==> src/rtl/snake_step_sequencer.sv <==
// Snake game-flow controller: paces steps from frame_tick, moves the head, resolves eat/death one cycle after each step.
// shift_en is registered on the step edge; no backpressure, the body FIFO must accept every strobe.
module snake_step_sequencer #(
   parameter int STEP_DIV = 4,
   parameter int STEP     = 10,
   parameter int MAX_LEN  = 10,
   parameter int X_MIN    = 150,
   parameter int X_MAX    = 800,
   parameter int Y_MIN    = 34,
   parameter int Y_MAX    = 514
) (
   input  logic       clk,
   input  logic       rst,
   input  logic       frame_tick,
   input  logic       start,
   input  logic       up,
   input  logic       down,
   input  logic       left,
   input  logic       right,
   input  logic       body_hit,
   output logic [9:0] head_x,
   output logic [9:0] head_y,
   output logic [1:0] dir,
   output logic       shift_en,
   output logic [3:0] length,
   output logic [9:0] apple_x,
   output logic [9:0] apple_y,
   output logic [7:0] score,
   output logic [1:0] state,
   output logic       game_over
);

   typedef enum logic [1:0] {S_IDLE = 2'b00, S_RUN = 2'b01, S_CHECK = 2'b10, S_DEAD = 2'b11} state_t;

   localparam logic [9:0]  HX0   = 10'd450;
   localparam logic [9:0]  HY0   = 10'd250;
   localparam logic [9:0]  AX0   = 10'd650;
   localparam logic [9:0]  AY0   = 10'd150;
   localparam logic [15:0] LFSR0 = 16'hACE1;

   state_t      st, st_nxt;
   logic [9:0]  head_x_nxt, head_y_nxt, apple_x_nxt, apple_y_nxt;
   logic [1:0]  dir_nxt, pend, pend_nxt;
   logic        shift_nxt;
   logic [3:0]  length_nxt;
   logic [7:0]  score_nxt, cnt, cnt_nxt;
   logic [15:0] lfsr;
   logic        btn_vld;
   logic [1:0]  btn_dir;
   logic [10:0] hx_w, hy_w, hx_step, hy_step;
   logic [9:0]  dx, dy;
   logic        eat;

   assign btn_vld = right | left | up | down;
   assign btn_dir = right ? 2'b00 : left ? 2'b01 : up ? 2'b10 : 2'b11;

   assign hx_w = {1'b0, head_x};
   assign hy_w = {1'b0, head_y};

   // Candidate head for the direction that a step would commit (the pending one).
   always_comb begin
      hx_step = hx_w;
      hy_step = hy_w;
      case (pend)
         2'b00:   hx_step = (hx_w + 11'(STEP) > 11'(X_MAX)) ? 11'(X_MIN) : hx_w + 11'(STEP);
         2'b01:   hx_step = (hx_w < 11'(X_MIN + STEP))      ? 11'(X_MAX) : hx_w - 11'(STEP);
         2'b10:   hy_step = (hy_w < 11'(Y_MIN + STEP))      ? 11'(Y_MAX) : hy_w - 11'(STEP);
         default: hy_step = (hy_w + 11'(STEP) > 11'(Y_MAX)) ? 11'(Y_MIN) : hy_w + 11'(STEP);
      endcase
   end

   assign dx  = (head_x >= apple_x) ? head_x - apple_x : apple_x - head_x;
   assign dy  = (head_y >= apple_y) ? head_y - apple_y : apple_y - head_y;
   assign eat = (dx <= 10'd7) && (dy <= 10'd7);

   always_comb begin
      st_nxt      = st;
      head_x_nxt  = head_x;
      head_y_nxt  = head_y;
      dir_nxt     = dir;
      pend_nxt    = pend;
      shift_nxt   = 1'b0;
      length_nxt  = length;
      score_nxt   = score;
      apple_x_nxt = apple_x;
      apple_y_nxt = apple_y;
      cnt_nxt     = cnt;

      // Reversal is judged against the committed direction, not the pending one.
      if (btn_vld && btn_dir != (dir ^ 2'b01))
         pend_nxt = btn_dir;

      case (st)
         S_IDLE: begin
            cnt_nxt = 8'd0;
            if (start) st_nxt = S_RUN;
         end
         S_RUN: begin
            if (frame_tick) begin
               if (cnt == 8'(STEP_DIV - 1)) begin
                  cnt_nxt    = 8'd0;
                  dir_nxt    = pend;
                  head_x_nxt = hx_step[9:0];
                  head_y_nxt = hy_step[9:0];
                  shift_nxt  = 1'b1;
                  st_nxt     = S_CHECK;
               end else begin
                  cnt_nxt = cnt + 8'd1;
               end
            end
         end
         S_CHECK: begin
            if (frame_tick) cnt_nxt = cnt + 8'd1;
            if (body_hit) begin
               st_nxt = S_DEAD;
            end else begin
               st_nxt = S_RUN;
               if (eat) begin
                  if (length < 4'(MAX_LEN)) length_nxt = length + 4'd1;
                  if (score != 8'hFF)       score_nxt  = score + 8'd1;
                  apple_x_nxt = 10'(X_MIN) + 10'(lfsr[5:0]) * 10'd10;
                  apple_y_nxt = 10'(Y_MIN) + 10'(lfsr[10:6]) * 10'd10;
               end
            end
         end
         default: begin
            if (start) begin
               st_nxt      = S_IDLE;
               head_x_nxt  = HX0;
               head_y_nxt  = HY0;
               dir_nxt     = 2'b00;
               pend_nxt    = 2'b00;
               length_nxt  = 4'd1;
               score_nxt   = 8'd0;
               apple_x_nxt = AX0;
               apple_y_nxt = AY0;
               cnt_nxt     = 8'd0;
            end
         end
      endcase
   end

   always_ff @(posedge clk or posedge rst) begin
      if (rst) begin
         st       <= S_IDLE;
         head_x   <= HX0;
         head_y   <= HY0;
         dir      <= 2'b00;
         pend     <= 2'b00;
         shift_en <= 1'b0;
         length   <= 4'd1;
         score    <= 8'd0;
         apple_x  <= AX0;
         apple_y  <= AY0;
         cnt      <= 8'd0;
         lfsr     <= LFSR0;
      end else begin
         st       <= st_nxt;
         head_x   <= head_x_nxt;
         head_y   <= head_y_nxt;
         dir      <= dir_nxt;
         pend     <= pend_nxt;
         shift_en <= shift_nxt;
         length   <= length_nxt;
         score    <= score_nxt;
         apple_x  <= apple_x_nxt;
         apple_y  <= apple_y_nxt;
         cnt      <= cnt_nxt;
         lfsr     <= {lfsr[14:0], lfsr[15] ^ lfsr[13] ^ lfsr[12] ^ lfsr[10]};
      end
   end

   assign state     = st;
   assign game_over = (st == S_DEAD);

endmodule

==> config.mk <==
export PLATFORM = sky130hd
export DESIGN_NAME = snake_step_sequencer
export DESIGN_NICKNAME = d
export VERILOG_FILES = /design/src/rtl/snake_step_sequencer.sv
export SDC_FILE = /design/constraint.sdc
export NUM_CORES = 1
export LEC_CHECK = 0
export ABC_AREA = 1
export CAP_MARGIN = 5
export CORE_MARGIN = 3
export CORE_UTILIZATION = 40
export DETAILED_ROUTE_END_ITERATION = 12
export GPL_TIMING_DRIVEN = 0
export PLACE_DENSITY = 0.58
export SLEW_MARGIN = 20
export SYNTH_ARGS = -nofsm -noshare
export SYNTH_HDL_FRONTEND = slang
export SYNTH_SLANG_ARGS = --single-unit
==> constraint.sdc <==
create_clock -name clk -period 3.6 [get_ports clk]
set_clock_uncertainty 0.2 [all_clocks]
set_input_delay 0.36 -clock clk [delete_from_list [all_inputs] [get_ports clk]]
set_output_delay 0.36 -clock clk [all_outputs]
set_load 0.1 [all_outputs]
### After elaboration in Yosys (flattened, before gate mapping)

Cells that the tools add are included.

| storage, ports and cells | value |
|---|---|
| flip-flop bits (word level) | 83 |
| input port bits | 9 |
| logic and storage cells | 139 |

| operators by class | value |
|---|---|
| add/subtract/negate cells | 13 |
| bitwise operators | 9 |
| eq/ne operators | 18 |
| muxes and demuxes | 56 |
| $mul | 2 |
| magnitude comparators | 9 |
| reduce and logical (&&, ||, !) cells | 20 |

Operator list:

| operator | count |
|---|---|
| $mux W10 | 18 |
| $pmux W10 S2 | 6 |
| $mux W8 | 7 |
| $sub A10 B10 Y10 | 4 |
| $mux W2 | 12 |
| $pmux W8 S3 | 1 |
| $add A10 B4 Y11 const B | 2 |
| $gt A11 B10 Y1 const B | 2 |
| $ge A10 B10 Y1 | 2 |
| $le A10 B3 Y1 const B | 2 |
| $reduce_and A5 Y1 | 4 |
| $sub A10 B4 Y10 const B | 2 |
| $ne A2 B2 Y1 const B | 9 |
| $add A8 B1 Y8 const B | 2 |
| $mux W4 | 4 |
| $pmux W8 S2 | 1 |
| $reduce_and A4 Y1 | 3 |
| $add A6 B9 Y10 const A | 1 |
| $add A8 B10 Y10 const A | 1 |
| $lt A10 B6 Y1 const B | 1 |
| $lt A10 B8 Y1 const B | 1 |
| $mul A6 B3 Y9 const B | 1 |
| $eq A8 B2 Y1 const B | 1 |
| $mul A5 B3 Y8 const B | 1 |
| 22 further kinds | 39 |

### Longest topological paths before layout

| logic depth | value |
|---|---|
| depth in word-level cells | 8 |
| gate-level depth with buffers | 21 |
| depth with buffers taken out | 19 |

### Least setup slack after synthesis

Ideal clock, no wire load.

| path | value |
|---|---|
| path type | flip-flop to flip-flop |
| start point | register head_x[4] |
| end point | register apple_y[3] |
| period minus slack after synthesis | 3.234 ns |
| data required time | 3.277 ns |
| cell stages (with the launch flop) | 21 |
| path slack | 0.366 ns |
| arrival | 2.910 ns |
| buffers on the path | 1 |
| cell sequence | dfrtp_1 inv_1 ha_1 nand2_1 inv_1 nand2_1 nand3_1 nand2_1 nand2_1 nand2_1 nand2_1 inv_1 nor2_1 nand2_1 nand2_1 nand2_1 nand2_2 nand2_4 buf_6 nand2_1 o21ai_2 |

| between the ends | value |
|---|---|
| cells in the longest elaborated chain, start to end | 6 |
| elaborated cells between the ends (all ways) | 8 |
| classes of those cells | add/sub: 2; order compare: 2; eq/ne: 1; mux: 1; reduce/logical: 2 |

Ends and longest elaborated chain:

| item | line | RTL |
|---|---|---|
| from (decl) | 21 | `output logic [9:0] head_x,` |
| from (signal assigned) | 159 | `head_x <= head_x_nxt;` |
| $sub A10 B10 Y10 or $ge A10 B10 Y1 (tied branches) | 72 | `assign dx = (head_x >= apple_x) ? head_x - apple_x : apple_x - head_x;` |
| $mux W10 * | 72 |  |
| $le A10 B3 Y1 * | 74 | `assign eat = (dx <= 10'd7) && (dy <= 10'd7);` |
| $logic_and A1 B1 Y1 * | 74 |  |
| $ne A2 B2 Y1 (no source line) * | n/a |  |
| $reduce_and A4 Y1 (no source line) * | n/a |  |
| to (signal assigned) | 167 | `apple_y <= apple_y_nxt;` |
| to (decl) | 27 | `output logic [9:0] apple_y,` |

Mark *: on every way between the ends. The rest lies on a longest branch, timed or not.
A chain may end at the register's enable or synchronous reset.

### Final worst setup path

| path | value |
|---|---|
| start point | register apple_x[1] |
| end point | register apple_y[1] |

| between the ends | value |
|---|---|
| cells in the longest elaborated chain, start to end | 6 |
| elaborated cells between the ends (all ways) | 8 |
| classes of those cells | add/sub: 2; order compare: 2; eq/ne: 1; mux: 1; reduce/logical: 2 |

Ends and longest elaborated chain:

| item | line | RTL |
|---|---|---|
| from (decl) | 26 | `output logic [9:0] apple_x,` |
| from (signal assigned) | 166 | `apple_x <= apple_x_nxt;` |
| $sub A10 B10 Y10 or $ge A10 B10 Y1 (tied branches) | 72 |  |
| $mux W10 * | 72 |  |
| $le A10 B3 Y1 * | 74 |  |
| $logic_and A1 B1 Y1 * | 74 |  |
| $ne A2 B2 Y1 (no source line) * | n/a |  |
| $reduce_and A4 Y1 (no source line) * | n/a |  |

Marked as above.

==> tab_implementation.tex <==
\begin{tabular}{lr}
\hline
Metric & Value \\
\hline
\multicolumn{2}{l}{\textbf{Yosys}} \\
Share of synthesized flip-flops with an asynchronous set or reset & 1.00 \\
Yosys reg bits & 79 \\
Cell taking the most area after synthesis & sky130\_fd\_sc\_hd\_\_dfrtp\_1 \\
Mean instance size in the synthesized netlist & 6.86 um\^{}2 \\
Count of flip-flops with a built-in enable after synthesis & 0 \\
Syn. warnings & 0 \\
Portion of the post-synthesis area used by sequential elements & 0.292 \\
Cell types occupying the most area after synthesis & sky130\_fd\_sc\_hd\_\_dfrtp\_1, sky130\_fd\_sc\_hd\_\_nand2\_1, sky130\_fd\_sc\_hd\_\_ha\_1, sky130\_fd\_sc\_hd\_\_dfstp\_2, sky130\_fd\_sc\_hd\_\_inv\_1 \\
Library cells used by synthesis & 42 \\
Netlist Area Pre-Place & 0.00688 mm\^{}2 \\
Most used flip-flop cell after synthesis & sky130\_fd\_sc\_hd\_\_dfrtp\_1 \\
Area fraction of the dominant cell type after synthesis & 0.189 \\
Post-Synthesis Cells & between 1,000 and 1,500 \\
\multicolumn{2}{l}{\textbf{Floorplanning}} \\
Die Width & 137 um \\
I/O pin total & 67 \\
Initial standard-cell utilization of the core & 0.412 \\
Chip Height & $\sim$140 um \\
Standard cell core area & 0.0167 mm\^{}2 \\
Die area & roughly 0.019 mm\^{}2 \\
Number of cell rows & between 40 and 50 \\
\multicolumn{2}{l}{\textbf{CTS}} \\
Clock tree from TritonCTS & done \\
Clock tree root buffer cell & sky130\_fd\_sc\_hd\_\_clkbuf\_16 \\
Later-pin clock latency in the skew report & roughly 0.35 ns \\
Clock-pin slew on the worst setup and hold paths & 0.06 ns \\
Num CTS Buffers & 9 \\
Deepest clock path buffer count & 2 \\
Level count of the clock H-tree & 3 \\
\# Post-CTS Setup Buffers & 0 \\
CTS Sinks & slightly below 80 \\
Post-cts hold buffer count & 0 \\
\multicolumn{2}{l}{\textbf{Placement}} \\
Placed cells & 1,290 \\
Last weighted congestion value of the routability-driven placer & between 0.8 and 0.9 \\
Dpl hpwl & 13.6 mm \\
Placed inst area & about 0.0078 mm\^{}2 \\
Quantity of I/O buffers inserted on ports & 62 \\
Setup WS pre-CTS & 0.110 ns \\
\multicolumn{2}{l}{\textbf{Power}} \\
Pwr Density & about 890 mW/mm\^{}2 \\
Worst vdd rail ir drop & between 400 and 500 uV \\
Static Leakage & about 0.0042 uW \\
\multicolumn{2}{l}{\textbf{Setup path}} \\
Type of the worst setup path & reg -> reg \\
R2r worst-path depth & 13 \\
WP data arrival & roughly 3.4 ns \\
Worst EP required & 3.68 ns \\
Category of the worst setup path capture point & flip-flop \\
Largest fanout on the critical path & 5 \\
Startpoint type of the worst setup path & flip-flop \\
\multicolumn{2}{l}{\textbf{STA}} \\
Transition time of the tightest slew-check pin & 0.975 ns \\
Period Utilization, post-route & 0.910 \\
Worst setup margin & about 0.32 ns \\
Worst-case hold slack & between 0.1 and 0.15 ns \\
Number of hold violations in the final report & 0 \\
Final Max Slew Viols & 0 \\
RSZ-0062 raised after global routing & false \\
Final setup violation count & 0 \\
Final min period & between 3 and 4 ns \\
FMAX & 305 MHz \\
Worst slew margin & 0.348 \\
\multicolumn{2}{l}{\textbf{Cells and area}} \\
Share of cells above drive strength 1 & 0.0801 \\
Layout overhead on the synthesized area & 18.3\% \\
Post-Layout Inst Area & 0.00815 mm\^{}2 \\
Share of the core filled with cells & 0.488 \\
Post-layout net count & roughly 1,200 \\
Post-route insts no fill & 1,306 \\
Final antenna diode count & 0 \\
\multicolumn{2}{l}{\textbf{Status}} \\
Result of the run & finished clean \\
\multicolumn{2}{l}{\textbf{Routing}} \\
Remaining number of nets flagged by the antenna check after routing & 0 \\
First-pass iteration count of the detailed router & 5 \\
1st-iter DRT viols & 300 \\
Average detailed-routed wire length per instance & between 10 and 15 um \\
Total DRC errors in the routed layout & 0 \\
Via count & $\sim$6,400 \\
Routed vias/inst & a little under 5 \\
Post-detailed-routing wire length & about 17 mm \\
\multicolumn{2}{l}{\textbf{GRT}} \\
Largest net degree at the start of global routing & 58 \\
Global-route wire length before repair & 29.5 mm \\
Vias in the first global route & about 6,100 \\
Initial antenna violation count & 0 \\
Final global-route overflow total & 0 \\
GRT Overall Usage & 0.194 \\
\multicolumn{2}{l}{\textbf{Run}} \\
Max-cap violation count & 0 \\
\multicolumn{2}{l}{\textbf{Worst hold path}} \\
Hold Path Class & in -> async \\
\hline
\end{tabular}
## timing repair
action | CTS | global route
endpoints found under the setup margin | 0 | 5
endpoints found under the hold margin | 0 | 0
gates resized for setup | 0 | 2
## kinds of logic (layout without fill, tap and decap cells)
kind of cell,Yosys count,after routing,share of synthesized area
DFF,79,79,0.292
adders and majority gates,69,69,0.130
xor gates and xnor gates,34,34,0.0433
buffers and inverters,182,261,0.107
AOI/OAI and AO/OA,126,126,0.113
other,1,4,0.000545
and+or+nand+nor,513,513,0.315
## cells in the mapped netlist (2+ instances only)
library cell	number
sky130_fd_sc_hd__a211oi_1	3
sky130_fd_sc_hd__a21boi_0	3
sky130_fd_sc_hd__a21oi_1	37
sky130_fd_sc_hd__a21oi_2	2
sky130_fd_sc_hd__a221oi_1	2
sky130_fd_sc_hd__a22oi_1	5
sky130_fd_sc_hd__a31oi_1	4
sky130_fd_sc_hd__and3_1	2
sky130_fd_sc_hd__buf_4	7
sky130_fd_sc_hd__buf_6	3
sky130_fd_sc_hd__clkbuf_1	4
sky130_fd_sc_hd__clkinv_1	3
sky130_fd_sc_hd__dfrtp_1	52
sky130_fd_sc_hd__dfstp_2	27
sky130_fd_sc_hd__fa_1	4
sky130_fd_sc_hd__ha_1	65
sky130_fd_sc_hd__inv_1	164
sky130_fd_sc_hd__nand2_1	284
sky130_fd_sc_hd__nand2_2	2
sky130_fd_sc_hd__nand3_1	78
sky130_fd_sc_hd__nand3b_1	2
sky130_fd_sc_hd__nand4_1	20
sky130_fd_sc_hd__nor2_1	95
sky130_fd_sc_hd__nor2_2	2
sky130_fd_sc_hd__nor3_1	16
sky130_fd_sc_hd__nor3b_1	3
sky130_fd_sc_hd__o211ai_1	4
sky130_fd_sc_hd__o21ai_0	34
sky130_fd_sc_hd__o21ai_1	2
sky130_fd_sc_hd__o21ai_2	15
sky130_fd_sc_hd__o21bai_1	7
sky130_fd_sc_hd__o22ai_1	6
sky130_fd_sc_hd__or2_2	6
sky130_fd_sc_hd__xnor2_1	7
sky130_fd_sc_hd__xor2_1	27
## stage by stage
stage / TNS [ns] / total power [uW]
floorplan: 0 / 5170
global placement: -20.15 / 6290
detailed placement: 0 / 6300
CTS: 0 / 7300
global route: 0 / 7910
finish: 0 / 7260
## cell type report
type | count | area, um^2
Buffer | 15 | 106
Clock buffer | 12 | 267
Clock inverter | 4 | 52.6
Fill cell | 1777 | 8560
Inverter | 167 | 629
Multi-Input combinational cell | 746 | 4160
Sequential cell | 79 | 2010
Tap cell | 220 | 275
Timing Repair Buffer | 63 | 648
## path summary, 6_finish.rpt
check	to	from	slack (ns)
worst max-delay path	apple_y[1]	apple_x[1]	0.32
worst min-delay path	length[1]	rst	0.13
worst max register to register	apple_y[1]	apple_x[1]	0.32
worst min register to register	lfsr[15]	lfsr[14]	0.16
max in group asynchronous	head_x[6]	rst	2.44
min in group clk	lfsr[15]	lfsr[14]	0.16
## sequential cells by signal (all words and copies together), names as in the netlist
signal,count
apple_x,9
apple_y,9
state,2
score,8
dir,2
cnt,8
lfsr,16
length,4
head_x,9
pend,2
head_y,9
shift_en,1
## critical path, cell delays in order, from the launching register on
cell and delay, ns:
sky130_fd_sc_hd__dfstp_2 0.61, sky130_fd_sc_hd__ha_1 0.16, sky130_fd_sc_hd__inv_1 0.08, sky130_fd_sc_hd__fa_1 0.45
sky130_fd_sc_hd__nand3_1 0.10, sky130_fd_sc_hd__nand3_1 0.13, sky130_fd_sc_hd__xor2_1 0.17, sky130_fd_sc_hd__nor3b_1 0.25
sky130_fd_sc_hd__nand3_1 0.11, sky130_fd_sc_hd__nand2_1 0.13, sky130_fd_sc_hd__nand2_1 0.16, sky130_fd_sc_hd__a21boi_1 0.46
sky130_fd_sc_hd__nand2_1 0.12, sky130_fd_sc_hd__nand2_1 0.09
## per-layer routing
layer / track usage / part of all wire / up-vias
met4: 0.0560 / 0.013 / 0
li1: - / - / 3348
met3: 0.0237 / 0.042 / 15
met5: 0 / 0 / -
met2: 0.313 / 0.45 / 141
met1: 0.275 / 0.50 / 2908
## power by group
part	leakage [uW]	total (uW)	switching, uW	internal, uW
Clock	0.000159	971	376	595
Combinational	0.00302	4830	3470	1360
Sequential	0.000992	1460	307	1150
## cells in the final DEF, fill, tap and decap left out, types with 3 or more instances in the layout
| cell type | synthesis | final |
|---|---|---|
| sky130_fd_sc_hd__nand2_1 | 284 | 284 |
| sky130_fd_sc_hd__o211ai_1 | 4 | 4 |
| sky130_fd_sc_hd__buf_6 | 3 | 3 |
| sky130_fd_sc_hd__nor3b_1 | 3 | 3 |
| sky130_fd_sc_hd__o21ai_0 | 34 | 34 |
| sky130_fd_sc_hd__xnor2_1 | 7 | 7 |
| sky130_fd_sc_hd__conb_1 | 1 | 4 |
| sky130_fd_sc_hd__clkbuf_1 | 4 | 4 |
| sky130_fd_sc_hd__nor3_1 | 16 | 16 |
| sky130_fd_sc_hd__o22ai_1 | 6 | 6 |
| sky130_fd_sc_hd__clkbuf_8 | 0 | 3 |
| sky130_fd_sc_hd__clkdlybuf4s50_1 | 0 | 62 |
| sky130_fd_sc_hd__or2_2 | 6 | 6 |
| sky130_fd_sc_hd__dfrtp_1 | 52 | 52 |
| sky130_fd_sc_hd__buf_4 | 7 | 7 |
| sky130_fd_sc_hd__inv_1 | 164 | 163 |
| sky130_fd_sc_hd__clkbuf_16 | 0 | 9 |
| sky130_fd_sc_hd__dfstp_2 | 27 | 27 |
| sky130_fd_sc_hd__nand3_1 | 78 | 77 |
| sky130_fd_sc_hd__a22oi_1 | 5 | 5 |
| sky130_fd_sc_hd__a21oi_1 | 37 | 37 |
| sky130_fd_sc_hd__nand4_1 | 20 | 20 |
| sky130_fd_sc_hd__fa_1 | 4 | 4 |
| sky130_fd_sc_hd__ha_1 | 65 | 65 |
| sky130_fd_sc_hd__o21bai_1 | 7 | 7 |
| sky130_fd_sc_hd__a211oi_1 | 3 | 3 |
| sky130_fd_sc_hd__a31oi_1 | 4 | 4 |
| sky130_fd_sc_hd__xor2_1 | 27 | 27 |
| sky130_fd_sc_hd__o21ai_2 | 15 | 15 |
| sky130_fd_sc_hd__clkinv_1 | 3 | 3 |
| sky130_fd_sc_hd__nor2_1 | 95 | 95 |
Power figures use the tool's default switching activity.
